--- config.mk ---
export PLATFORM = sky130hd
export DESIGN_NAME = quad_step_decoder_flat
export DESIGN_NICKNAME = d
export VERILOG_FILES = /design/src/rtl/quad_step_if.sv /design/src/rtl/quad_step_decoder.sv /design/src/flat_wrapper.sv
export SDC_FILE = /design/constraint.sdc
export NUM_CORES = 1
export LEC_CHECK = 0
export CAP_MARGIN = 30
export CORE_UTILIZATION = 50
export DETAILED_ROUTE_END_ITERATION = 8
export PLACE_DENSITY_LB_ADDON = 0.3
export SLEW_MARGIN = 20
export SYNTH_ARGS = -nofsm -noshare
export SYNTH_HDL_FRONTEND = slang
export SYNTH_SLANG_ARGS = --single-unit
--- constraint.sdc ---
create_clock -name clk -period 4 [get_ports clk]
set_input_delay 1 -clock clk [delete_from_list [all_inputs] [get_ports clk]]
set_output_delay 1 -clock clk [all_outputs]
set_load 0.01 [all_outputs]
--- src/rtl/quad_step_if.sv ---
// Pin-side quadrature channels and clear in; decoded step/error events and position out.
// en and err are single-cycle pulses with no back-pressure; dn and pos are levels that hold between steps.
interface quad_step_if #(
  parameter int POS_W = 8
);
  logic             a_in;
  logic             b_in;
  logic             clr;
  logic             en;
  logic             dn;
  logic [POS_W-1:0] pos;
  logic             err;
  logic             err_flag;
  logic             state_dbg;

  modport master (
    output a_in, b_in, clr,
    input  en, dn, pos, err, err_flag, state_dbg
  );

  modport slave (
    input  a_in, b_in, clr,
    output en, dn, pos, err, err_flag, state_dbg
  );
endinterface

--- src/rtl/quad_step_decoder.sv ---
// Quadrature receiver: per-channel 2-flop sync and debounce, then Gray-code step decode.
// Keeps a wrapping position count and flags illegal double transitions.
module quad_step_decoder #(
  parameter int DEB_CYCLES = 4,
  parameter int POS_W      = 8
) (
  input  logic         clk,
  input  logic         rst,
  quad_step_if.slave   bus
);

  typedef enum logic {ST_ARMING = 1'b0, ST_RUNNING = 1'b1} state_e;

  localparam logic [7:0]       DEB      = 8'(DEB_CYCLES);
  localparam logic [8:0]       ARM_LAST = 9'(DEB_CYCLES + 2);
  localparam logic [POS_W-1:0] POS_ONE  = {{(POS_W-1){1'b0}}, 1'b1};

  state_e           state_q, state_d;
  logic [8:0]       arm_cnt_q, arm_cnt_d;
  logic [1:0]       s1_q, s1_d;
  logic [1:0]       s2_q, s2_d;
  logic [1:0]       filt_q, filt_d;
  logic [1:0]       prev_q, prev_d;
  logic [1:0][7:0]  cnt_q, cnt_d;
  logic             en_q, en_d;
  logic             dn_q, dn_d;
  logic             err_q, err_d;
  logic             err_flag_q, err_flag_d;
  logic [POS_W-1:0] pos_q, pos_d;

  always_comb begin
    state_d    = state_q;
    arm_cnt_d  = arm_cnt_q;
    s1_d       = {bus.a_in, bus.b_in};
    s2_d       = s1_q;
    filt_d     = filt_q;
    prev_d     = filt_q;
    cnt_d      = cnt_q;
    en_d       = 1'b0;
    dn_d       = dn_q;
    err_d      = 1'b0;
    err_flag_d = err_flag_q;
    pos_d      = pos_q;

    case (state_q)
      // Power-up window: track the pins directly so a non-zero idle level is not seen as a step.
      ST_ARMING: begin
        filt_d    = s2_q;
        cnt_d     = '0;
        arm_cnt_d = arm_cnt_q + 9'd1;
        if (arm_cnt_q == ARM_LAST) begin
          state_d   = ST_RUNNING;
          arm_cnt_d = '0;
        end
      end
      default: begin
        for (int i = 0; i < 2; i++) begin
          if (s2_q[i] != filt_q[i]) begin
            if (cnt_q[i] + 8'd1 == DEB) begin
              filt_d[i] = s2_q[i];
              cnt_d[i]  = '0;
            end else begin
              cnt_d[i] = cnt_q[i] + 8'd1;
            end
          end else begin
            cnt_d[i] = '0;
          end
        end

        if (prev_q != filt_q) begin
          case ({prev_q, filt_q})
            4'b0001, 4'b0111, 4'b1110, 4'b1000: begin
              en_d  = 1'b1;
              dn_d  = 1'b0;
              pos_d = pos_q + POS_ONE;
            end
            4'b0010, 4'b1011, 4'b1101, 4'b0100: begin
              en_d  = 1'b1;
              dn_d  = 1'b1;
              pos_d = pos_q - POS_ONE;
            end
            default: begin
              err_d      = 1'b1;
              err_flag_d = 1'b1;
            end
          endcase
        end
      end
    endcase

    // Clear overrides any concurrent step or error update of the count and sticky flag.
    if (bus.clr) begin
      pos_d      = '0;
      err_flag_d = 1'b0;
    end
  end

  always_ff @(posedge clk or posedge rst) begin
    if (rst) begin
      state_q    <= ST_ARMING;
      arm_cnt_q  <= '0;
      s1_q       <= '0;
      s2_q       <= '0;
      filt_q     <= '0;
      prev_q     <= '0;
      cnt_q      <= '0;
      en_q       <= 1'b0;
      dn_q       <= 1'b0;
      err_q      <= 1'b0;
      err_flag_q <= 1'b0;
      pos_q      <= '0;
    end else begin
      state_q    <= state_d;
      arm_cnt_q  <= arm_cnt_d;
      s1_q       <= s1_d;
      s2_q       <= s2_d;
      filt_q     <= filt_d;
      prev_q     <= prev_d;
      cnt_q      <= cnt_d;
      en_q       <= en_d;
      dn_q       <= dn_d;
      err_q      <= err_d;
      err_flag_q <= err_flag_d;
      pos_q      <= pos_d;
    end
  end

  assign bus.en        = en_q;
  assign bus.dn        = dn_q;
  assign bus.err       = err_q;
  assign bus.err_flag  = err_flag_q;
  assign bus.pos       = pos_q;
  assign bus.state_dbg = state_q;

endmodule

--- src/flat_wrapper.sv ---
// flat-port wrapper written by rule: the top's interface ports become plain ports
module quad_step_decoder_flat 
#(
  parameter int DEB_CYCLES = 4,
  parameter int POS_W      = 8
)
  (clk, rst, bus_a_in, bus_b_in, bus_clr, bus_en, bus_dn, bus_pos, bus_err, bus_err_flag, bus_state_dbg);
  quad_step_if #(.POS_W(POS_W)) bus_i ();
  input  logic clk;
  input  logic rst;
  input wire logic [$bits(bus_i.a_in)-1:0] bus_a_in;
  input wire logic [$bits(bus_i.b_in)-1:0] bus_b_in;
  input wire logic [$bits(bus_i.clr)-1:0] bus_clr;
  output wire logic [$bits(bus_i.en)-1:0] bus_en;
  output wire logic [$bits(bus_i.dn)-1:0] bus_dn;
  output wire logic [$bits(bus_i.pos)-1:0] bus_pos;
  output wire logic [$bits(bus_i.err)-1:0] bus_err;
  output wire logic [$bits(bus_i.err_flag)-1:0] bus_err_flag;
  output wire logic [$bits(bus_i.state_dbg)-1:0] bus_state_dbg;
  assign bus_i.a_in = bus_a_in;
  assign bus_i.b_in = bus_b_in;
  assign bus_i.clr = bus_clr;
  assign bus_en = bus_i.en;
  assign bus_dn = bus_i.dn;
  assign bus_pos = bus_i.pos;
  assign bus_err = bus_i.err;
  assign bus_err_flag = bus_i.err_flag;
  assign bus_state_dbg = bus_i.state_dbg;
  quad_step_decoder #(.DEB_CYCLES(DEB_CYCLES), .POS_W(POS_W)) u_core (.clk(clk), .rst(rst), .bus(bus_i));
endmodule
# After elaboration in Yosys (flattened, before gate mapping)
# Index checks and enable logic that the tools add are counted.
[op_classes]
addsub = 5
n_eq_ne = 19
n_mux = 28
reduce_logical = 12
[op_table]
columns = ["cell", "n"]
rows = [
  ["$mux W8", 7],
  ["$add A8 B1 Y8 const B", 3],
  ["$eq A4 B4 Y1 const B", 4],
  ["$eq A8 B3 Y1 const B", 2],
  ["$mux W1", 16],
  ["$mux W16", 1],
  ["$pmux W8 S2", 1],
  ["$add A9 B1 Y9 const B", 1],
  ["$eq A9 B3 Y1 const B", 1],
  ["$mux W9", 1],
  ["$reduce_and A3 Y1", 3],
  ["$eq A4 B3 Y1 const B", 2],
  ["$ne A2 B2 Y1 const B", 4],
  ["$reduce_or A4 Y1", 2],
  ["$reduce_or A8 Y1", 1],
  ["$sub A8 B1 Y8 const B", 1],
  ["$reduce_bool A2 Y1", 3],
  ["$eq A4 B1 Y1 const B", 1],
  ["$eq A4 B2 Y1 const B", 1],
  ["$reduce_and A2 Y1", 2],
  ["$reduce_bool A3 Y1", 1],
  ["$mux W2", 1],
  ["$ne A1 B1 Y1", 2],
  ["$ne A2 B1 Y1 const B", 1],
  ["other kinds (2)", 2],
]
[totals]
register_bits = 46
output_inout_bits = 13

# Logic depth before layout (Yosys ltp)
# Gate-level depths: netlist of run 1.
[depth]
ltp_word = 6
mapped_depth = 9
mapped_depth_nobuf = 9

# Least setup slack after synthesis of run 1
# Ideal clock, no wire load.
[synth_path]
path_kind = "register to register"
start = "reg u_core.filt_q[0]"
end = "reg u_core.pos_q[6], in the netlist u_core.bus.pos[6]"
setup_time_ps = 126
arrival_time_ps = 2381
t_required_ps = 3874
path_slack_ps = 1493
path_stages_with_launch = 9
n_path_buf = 0
path_cell_list = "dfrtp_1 > xor2_1 > nor2_1 > ha_1 > nor2b_1 > o31a_1 > o21ai_0 > a2111oi_4 > a311o_1"
[synth_between]
elab_chain_len = 6
word_cells_on_any_way = 18
cone_classes = "eq/ne: 9; mux: 4; reduce/logical: 5"
[synth_lines]
columns = ["item", "line", "source"]
rows = [
  ["start, declared", "quad_step_decoder.sv:22", "logic [1:0] filt_q, filt_d;"],
  ["start signal, assigned", "quad_step_decoder.sv:117", "filt_q <= filt_d;"],
  ["$eq A4 B2 Y1, or another cell as far along", "quad_step_decoder.sv:71", "case ({prev_q, filt_q})"],
  ["$reduce_or A4 Y1 (on tied branches)", "-", ""],
  ["$pmux W8 S2", "quad_step_decoder.sv:71", ""],
  ["$mux W8", "quad_step_decoder.sv:70", "if (prev_q != filt_q) begin"],
  ["$mux W8", "quad_step_decoder.sv:45", "case (state_q)"],
  ["$mux W8", "quad_step_decoder.sv:92", "if (bus.clr) begin"],
  ["end signal, assigned", "quad_step_decoder.sv:124", "pos_q <= pos_d;"],
  ["end, declared", "quad_step_decoder.sv:29", "logic [POS_W-1:0] pos_q, pos_d;"],
]
# Several ways; a longest one is shown, not always the timed one. The select of a mux whose other input is x is not followed.
# A chain may end at the register's enable or synchronous reset.

# Final worst setup path of run 1
# Ends and elaborated chain as after synthesis.

==> results by group, run 1 <==
CTS
  • Hold buffer count at CTS: 0
  • Post-CTS Setup Inserts: 0
  • Clock tree buffer depth: 2
  • Clock tree sinks: between 40 and 50
  • CTS root buffer: clkbuf_8
  • H-Tree Depth: 2
  • CTS tree: yes
  • Worst-path clk slew: ~90 ps
  • Post-cts resize count: 0
  • Worst-Skew Late Latency: approximately 300 ps
  • TritonCTS buffer count: 5

Worst setup path
  • CP max stage cell: nor2_1
  • Critical-path cell list: xor2_1 > nor2_1 > ha_1 > nor2b_1 > o31a_1 > o21ai_0 > a2111oi_4 > a311o_1
  • Crit path from: u_core.filt_q[0]
  • Crit Path Class: reg -> reg
  • CP required: roughly 4200 ps
  • R2r startpoint: u_core.filt_q[0]
  • CP Capture Type: flop
  • Startpoint types: flop
  • Crit-path max FO: 9
  • WP data arrival: 3010 ps
  • Max incr delay on CP: about 460 ps

Die
  • Row cnt: 24
  • Die ar.: roughly 0.005 sq mm
  • Initial Utilization: 0.525
  • Die height: roughly 70 um
  • Core area: 0.00438 sq mm
  • Ports: 18
  • Die width: around 70 um

Drt
  • Antenna-violating nets left: 0
  • Vias per std cell: approximately 5.3
  • Starting DRC count in detailed routing: 84
  • # DRC: 0
  • Aggregate routed wire length: about 3800 um
  • Wire per inst: about 13 um
  • DR pass1 iterations: 4
  • Via Count: 1580

Yosys
  • Top-area cell type share of the netlist area: 0.501
  • Async SR Flop Fraction: 1.00
  • Distinct cells, synth: 39
  • Cell taking the most area after synthesis: dfrtp_1
  • Syn Inst Count: ~220
  • Post-Syn Area: approximately 0.0023 sq mm
  • Largest cells by area after synthesis: dfrtp_1 50%, xor2_1 7.2%, ha_1 6.0%
  • Syn Area/Cell: ~10 sq um
  • Synthesis-stage register bit count: 46
  • Sequential area share after synthesis: 0.501
  • Synth warn: 0
  • EDFF count, synth: 0
  • Post-synthesis net count: about 240
  • Most used flip-flop cell after synthesis: dfrtp_1

Power and ir drop
  • Leakage Power: around 1.2 nW
  • Max VDD drop: around 0.43 mV
  • P per Cell Area: 691 mW/mm^2
  • Total power: roughly 1.8 mW

Hold path
  • Worst hold path startpoint: u_core.s1_q[0]
  • Hold Crit Class: reg -> reg

STA
  • FMAX: around 0.35 GHz
  • RSZ-0062 raised after global routing: no
  • Slew @ Worst Pin: 576 ps
  • Layout Skew: around 9.5 ps
  • Setup violations, final: 0
  • Final setup TNS: 0 ps
  • Tmin final: about 2800 ps
  • Final hold slack: 353 ps
  • Fraction of the cycle the final worst path needs: 0.704
  • Final hold violation count: 0
  • Fin. max-slew vios: 0
  • Relative slew slack: 0.615

Placed design
  • GPL Wtd Cong: approximately 0.84
  • Placed wire-length estimate: 2560 um
  • IO buf count: 17

Run status
  • Outcome: finished clean

Global route
  • Gr ovfl total: 0
  • Initial antenna violation count: 0
  • Largest net degree at the start of global routing: 47
  • All-Layer GR Usage: 0.171
  • Number of global-route vias before repair: about 1500
  • First-pass GRT wire length: 6600 um

Job
  • Maxcap violations: 0

Final layout
  • Most common cell after layout, fill and taps aside: dfrtp_1
  • Nets@finish: 260
  • Area Overhead vs Synth: 14.3%
  • Commonest non-fill, non-tap cells in the layout: 46 x dfrtp_1, 26 x nor2_1, 23 x nand2_1
  • Diode count: 0
  • Share of post-route cells with drive strength above 1: 0.0697
-- flip-flops by register name, summed over array words and instances (netlist names) --
| name | cells |
|---|---|
| u_core.arm_cnt_q | 9 |
| u_core.bus.dn | 1 |
| u_core.bus.en | 1 |
| u_core.bus.err | 1 |
| u_core.bus.err_flag | 1 |
| u_core.bus.pos | 8 |
| u_core.bus.state_dbg | 1 |
| u_core.cnt_q | 16 |
| u_core.filt_q | 2 |
| u_core.prev_q | 2 |
| u_core.s1_q | 2 |
| u_core.s2_q | 2 |
-- layout make-up --
type	count	area, sq um
Fill cell	375	1760
Sequential cell	46	1150
Multi-Input combinational cell	163	1090
Timing Repair Buffer	18	190
Clock buffer	6	82.6
Tap cell	52	65.1
Inverter	9	33.8
Clock inverter	2	12.5
-- power by group --
part	switching, mW	internal, mW	total (mW)
combinational	0.510	0.371	0.880
sequential	0.0816	0.556	0.638
clock	0.159	0.139	0.298
total	0.750	1.07	1.82
-- layer usage --
| layer | vias up | global-route usage | share of wire |
|---|---|---|---|
| li1 | 799 | - | - |
| met1 | 743 | 0.221 | 0.50 |
| met2 | 29 | 0.267 | 0.44 |
| met3 | 9 | 0.0451 | 0.037 |
| met4 | 0 | 0.0800 | 0.023 |
| met5 | - | 0 | 0 |
-- path summary, 6_finish.rpt --
path | endpoint | slack, ps | depth (start not counted)
max | u_core.bus.pos[6] | 1180 | 8
min | u_core.s2_q[0] | 350 | 0
max reg2reg | u_core.bus.pos[6] | 1180 | 8
min reg2reg | u_core.s2_q[0] | 350 | 0
max in group asynchronous | u_core.bus.pos[3] | 2520 | 3
min in group asynchronous | u_core.bus.err_flag | 990 | 2
-- worst max-delay path, delay by kind of cell (launching register included) --
kind / cells / cell delay, ps
flip-flops: 1 / 450
adder cells (fa/ha/maj): 1 / 380
AO/OA/AOI/OAI: 4 / 1070
XOR/XNOR: 1 / 190
AND/OR/NAND/NOR: 2 / 620
-- Yosys cell counts (2+ instances only) --
library cell,n
nor2_1,26
nand2_1,23
xor2_1,19
ha_1,11
mux2_2,3
a211oi_1,2
and4_1,3
nand4_1,5
inv_1,8
nand3_1,9
and3_1,5
nor4_1,2
a21oi_1,9
o21ai_0,9
xnor2_1,9
clkbuf_1,3
and2_1,2
a21o_1,3
dfrtp_1,46
nor2b_1,6
-- cell families after synthesis --
family,after synthesis,synth area share
and+or+nand+nor,86,0.182
DFF,46,0.501
AOI/OAI and AO/OA,34,0.103
xor gates and xnor gates,28,0.107
adders and majority gates,12,0.0686
buffers and inverters,13,0.0245
muxes,3,0.0147
-- metrics by stage --
| stage | cells | setup slack, ps | instance area (sq um) | util |
|---|---|---|---|---|
| 2_1_floorplan | 222 | 1490 | 2300 | - |
| 3_3_place_gp | 287 | 1270 | 2510 | 0.573 |
| 3_5_place_dp | 287 | 1240 | 2510 | 0.573 |
| 4_1_cts | 295 | 1180 | 2610 | 0.595 |
| 5_1_grt | 296 | 1010 | 2630 | 0.599 |
| 6_report | 296 | 1180 | 2630 | 0.599 |
Power figures use the tool's default switching activity.
==> run 2: changes to the inputs <==
==> constraint.sdc (replaced) <==
create_clock -name clk -period 2.28 [get_ports clk]
set_input_delay 0.57 -clock clk [delete_from_list [all_inputs] [get_ports clk]]
set_output_delay 0.57 -clock clk [all_outputs]
set_load 0.01 [all_outputs]
==> run 2 against run 1 <==
- global-route usage up 0.084 points
- worst setup slack worse by 1200 ps
- combinational power is 140% higher
- critical endpoint unchanged
==> results by group, run 2 (same netlist as run 1, synthesis figures left out) <==
Final layout
  • Area of the multi-input gates: ~0.0012 sq mm
  • Most common cell after layout, fill and taps aside: dfrtp_1
  • Design Area, Final: approximately 0.0028 sq mm
  • Commonest non-fill, non-tap cells in the layout: 46 x dfrtp_1, 25 x nor2_1, 23 x nand2_1
  • Nets@finish: 271
  • Area Overhead vs Synth: 21.9%
  • Share of post-route cells with drive strength above 1: 0.150
  • Biggest register: u_core.cnt_q
  • Final Core Density: 0.639
  • Sequential Area: around 0.0012 sq mm
  • Max FFs per register: 16
  • Fill cell count: 352
  • Diode count: 0
  • Finished Layout Cells: a little over 300

Drt
  • Antenna-violating nets left: 0
  • Vias per std cell: roughly 5.3
  • # DRC: 0
  • Aggregate routed wire length: approximately 4000 um
  • Via Count: roughly 1600
  • Starting DRC count in detailed routing: 83
  • Wire per inst: 12.9 um
  • DR pass1 iterations: 4

Global route
  • Number of global-route vias before repair: between 1500 and 2000
  • Largest net degree at the start of global routing: 47
  • Gr ovfl total: 0
  • Initial antenna violation count: 0
  • First-pass GRT wire length: between 6000 and 7000 um
  • All-Layer GR Usage: 0.172

Worst setup path
  • WP data arrival: between 2000 and 2500 ps
  • Crit-path max FO: 7
  • R2R Setup Slk: 30 ps
  • CP Capture Type: flop
  • CP required: ~2500 ps
  • Crit Path Class: reg -> reg
  • Startpoint types: flop

Power and ir drop
  • P per Cell Area: around 1300 mW/mm^2
  • Leakage Power: about 1.3 nW
  • Max VDD drop: 0.685 mV
  • Total power: approximately 3.7 mW

Die
  • Ports: 18
  • Core area: about 0.0044 sq mm
  • Row cnt: 24
  • Initial Utilization: 0.525
  • Die height: ~70 um
  • Die width: around 70 um
  • Die ar.: about 0.005 sq mm

STA
  • FMAX: 0.444 GHz
  • Final hold violation count: 0
  • RSZ-0062 raised after global routing: yes
  • Fin. max-slew vios: 0
  • Slew @ Worst Pin: 247 ps
  • Fraction of the cycle the final worst path needs: 0.989
  • Relative slew slack: 0.835
  • Final setup TNS: 0 ps
  • Setup violations, final: 0
  • Layout Skew: between 7 and 8 ps
  • Tmin final: around 2300 ps

Placed design
  • GPL Wtd Cong: roughly 0.89
  • Placed inst area: 0.00263 sq mm
  • Dpl cells: 298
  • Placed wire-length estimate: 2750 um
  • IO buf count: 17

Run status
  • Outcome: finished clean

Job
  • Maxcap violations: 0

CTS
  • Clock tree sinks: between 40 and 50
  • H-Tree Depth: 2
  • CTS tree: yes
  • Clock tree buffer depth: 2
  • TritonCTS buffer count: 5
  • Hold buffer count at CTS: 0
  • CTS root buffer: clkbuf_8
  • Worst-path clk slew: 90 ps
  • Worst-Skew Late Latency: a little under 300 ps

Hold path
  • Hold Crit Class: reg -> reg
[run 2: changes by cell type in the layout (fill, tap and decap cells not counted), moves of 2 or more]
cell     change
o21ai_0      -2
ha_4         +4
ha_1         -4
buf_4       +10
[run 2: worst paths after layout]
path                                  start           endpoint  depth (start not counted)
max reg2reg                u_core.prev_q[1]  u_core.bus.pos[6]                          9
min reg2reg                  u_core.s1_q[0]     u_core.s2_q[0]                          0
min in group asynchronous               rst  u_core.bus.pos[3]                          3
max in group asynchronous               rst   u_core.cnt_q[12]                          3
min                          u_core.s1_q[0]     u_core.s2_q[0]                          0
max                        u_core.prev_q[1]  u_core.bus.pos[6]                          9
[run 2: through the flow]
stage	setup slack (ps)	hold WS (ps)
after floorplan	20.8	331
after global placement	26.4	333
after detailed placement	-53.5	335
after CTS	3.83	353
after global routing	-64.7	361
final	25.9	352
[run 2: area by class of cell]
| class | instances | area share |
|---|---|---|
| multi-input cells | 163 | 0.423 |
| flip-flops and latches | 46 | 0.411 |
| repair buffers | 29 | 0.102 |
| clock buffers | 5 | 0.0246 |
| well taps | 52 | 0.0232 |
| inverters | 9 | 0.0129 |
| clock inverters | 2 | 0.00357 |
[run 2: power breakdown]
part           internal (mW)  total [mW]  switching (mW)
clock                  0.206       0.467           0.261
sequential             0.975        1.11           0.140
combinational           1.04        2.11            1.06
[run 2: repair_timing]
item,CTS,global route
setup endpoints to repair,1,2
resized for setup,2,13
pin swaps,1,4
setup buffers,0,1
[run 2: worst max-delay path, cell delays in order, from the launching register on]
cell and delay, ps:
dfrtp_1 420, xor2_2 200, nor2_4 130, buf_12 140, ha_4 200, nor2b_4 120
o31a_1 290, o21ai_2 220, a2111oi_4 100, a311o_1 320
[run 2: routing by layer]
metal  wire (um)  up-vias  global-route usage
met5           0        -                   0
met1        2020      774               0.245
met2        1770       21               0.264
li1            -      819                   -
met4          48        0              0.0600
met3         114        7              0.0305
==> run 3: changes to the inputs <==
--- a/config.mk
+++ b/config.mk
@@ -5,8 +5,9 @@
 export SDC_FILE = /design/constraint.sdc
 export NUM_CORES = 1
 export LEC_CHECK = 0
-export CAP_MARGIN = 30
+export CAP_MARGIN = 20
 export CORE_UTILIZATION = 50
+export CTS_CLUSTER_SIZE = 25
 export DETAILED_ROUTE_END_ITERATION = 8
 export PLACE_DENSITY_LB_ADDON = 0.3
 export SLEW_MARGIN = 20
==> results of run 3 <==
Final layout, timing and power as in run 2 (identical DEF).
==> edit (settings of run 3) <==
`POS_W` is set to 8 in 3 places; all go to 12.
--- a/src/rtl/quad_step_if.sv
+++ b/src/rtl/quad_step_if.sv
@@ -2,5 +2,5 @@
 // en and err are single-cycle pulses with no back-pressure; dn and pos are levels that hold between steps.
 interface quad_step_if #(
-  parameter int POS_W = 8
+  parameter int POS_W = 12
 );
   logic             a_in;
--- a/src/rtl/quad_step_decoder.sv
+++ b/src/rtl/quad_step_decoder.sv
@@ -3,5 +3,5 @@
 module quad_step_decoder #(
   parameter int DEB_CYCLES = 4,
-  parameter int POS_W      = 8
+  parameter int POS_W      = 12
 ) (
   input  logic         clk,
--- a/src/flat_wrapper.sv
+++ b/src/flat_wrapper.sv
@@ -3,5 +3,5 @@
 #(
   parameter int DEB_CYCLES = 4,
-  parameter int POS_W      = 8
+  parameter int POS_W      = 12
 )
   (clk, rst, bus_a_in, bus_b_in, bus_clr, bus_en, bus_dn, bus_pos, bus_err, bus_err_flag, bus_state_dbg);
Ports: changed (resized bus_pos); port bits go from 18 to 22. No check against the original RTL was run, so the function may have changed too.
==> edit against run 3 <==
The run now ends with negative setup slack left; synthesized cell count rose by 17%; setup slack got worse by 0.091 ns; sequential cell count rose by 4; sequential power rose by 9.9%; first-iteration DRC count rose to 2.8 times the old value; largest cell class unchanged; highest routed layer unchanged; power rose by 30%; critical path type unchanged; cell area rose by 18%; synthesized area rose by 13%; wire length rose by 40%.
==> edit: results (changes against run 3) <==
| Metric | Value |
|---|---|
| Status | `finished with violations (was complete, no violations)` |
| Failing checks | `negative setup slack` |
| PnR worst setup slack | `-0.06529 ns (was 0.02586 ns)` |
| Multi-input gate area | `0.001423 mm² (was 0.001186 mm²)` |
| Vias in the first global route | `2062 (was 1501)` |
| Worst r2r src | `u_core.filt_q[1] (was u_core.prev_q[1])` |
| Flop+latch power | `1220 µW (was 1110 µW)` |
| Inverters | `8 (was 9)` |
| Non-filler cells, final | `377 (was 306)` |
| Clock-cell share | `3.401% (was 2.812%)` |
| Synth area leaders | `dfrtp_1 (48%), ha_1 (7.2%), xor2_1 (5.4%) (was dfrtp_1 (50%), xor2_1 (7.2%), ha_1 (6.0%))` |
| Sequential share of the synthesized area | `48.17% (was 50.05%)` |
| Placed inst area | `0.003017 mm² (was 0.002628 mm²)` |
| Endpoint, Worst Hold | `u_core.s2_q[1] (was u_core.s2_q[0])` |
| Fraction of area in multi-input gates | `42.97% (was 42.32%)` |
| Min-delay src | `u_core.s1_q[1] (was u_core.s1_q[0])` |
| Fillers | `369 (was 352)` |
| Worst R2R End | `u_core.bus.pos[11] (was u_core.bus.pos[6])` |
| Multi-input comb cells | `198 (was 163)` |
| First-pass GRT wire length | `9149 µm (was 6658 µm)` |
| Period utilisation layout | `102.9% (was 98.87%)` |
| Num sequential | `50 (was 46)` |
| Final HPWL DP | `3506 µm (was 2748 µm)` |
| Distinct cell type count after synthesis | `44 (was 39)` |
| Signal buffers share of area | `12.40% (was 10.18%)` |
| Nets | `330 (was 271)` |
| Leak | `0.001538 µW (was 0.001268 µW)` |
| Average cell area after synthesis | `9.990 µm² (was 10.36 µm²)` |
| Layout cells sized above 1 | `20.32% (was 14.96%)` |
| Die area | `0.005487 mm² (was 0.004875 mm²)` |
| Mapped Nets | `281 (was 239)` |
| Crit path DAT | `2.54 ns (was 2.44 ns)` |
| Initial detailed-routing violation count | `236 (was 83)` |
| Combinational power share | `61.4% (was 57.1%)` |
| Setup TNS | `-0.1657 ns (was 0 ns)` |
| Pin count of the biggest net entering global routing | `23 (was 47)` |
| Final Skew | `0.005371 ns (was 0.007088 ns)` |
| Sequential cell area share | `37.79% (was 41.07%)` |
| Setup-failing EPs final | `4 (was 0)` |
| Hold Slack | `0.3581 ns (was 0.3518 ns)` |
| GRT Overall Usage | `21.79% (was 17.16%)` |
## edit: changes by cell type after synthesis, sizes merged, moves of 4 or more
cell | run 3 | this run
nand3b | 0 | 6
nor3 | 1 | 7
a21oi | 9 | 13
dfrtp | 46 | 50
ha | 11 | 15
## edit: critical path, delay by kind of cell (launching register included)
| kind | cells | cell delay, ns |
|---|---|---|
| muxes | 2 | 0.55 |
| DFF | 1 | 0.42 |
| and+or+nand+nor | 2 | 0.29 |
| xor gates and xnor gates | 1 | 0.19 |
| adders and majority gates | 1 | 0.34 |
| AOI/OAI and AO/OA | 3 | 0.42 |
## edit: per-layer routing
| layer | vias up | global-route usage (%) | routed length, µm |
|---|---|---|---|
| li1 | 1007 | - | - |
| met1 | 986 | 28.77 | 2421 |
| met2 | 44 | 36.06 | 2820 |
| met3 | 11 | 4.878 | 195 |
| met4 | 0 | 6.410 | 81 |
| met5 | - | 0 | 0 |
## edit: worst max path at each step
stage	start	to	cells after the start
final	u_core.filt_q[1]	u_core.bus.pos[11]	9
after global routing	u_core.filt_q[1]	u_core.bus.pos[5]	10
after CTS	u_core.prev_q[1]	u_core.bus.pos[6]	9
after detailed placement	u_core.filt_q[0]	u_core.bus.pos[6]	9
after global placement	u_core.filt_q[1]	u_core.bus.pos[11]	9
after floorplan	u_core.filt_q[1]	u_core.bus.pos[11]	9
## edit: cell families after synthesis
kind of cell,count (synthesis),share of synthesized area [%]
simple gates,107,20.62
flops,50,48.17
compound gates,42,10.16
xor+xnor,28,9.441
fa+ha+maj,16,7.996
buf+inv,13,1.926
mux,4,1.686
## edit: timing repair
action / CTS / global route
pin swaps: 11 / 6
endpoints found under the setup margin: 6 / 9
gates resized for setup: 12 / 13
cloned: 1 / 0
endpoints found under the hold margin: 0 / 0
buffers inserted: 8 / 1
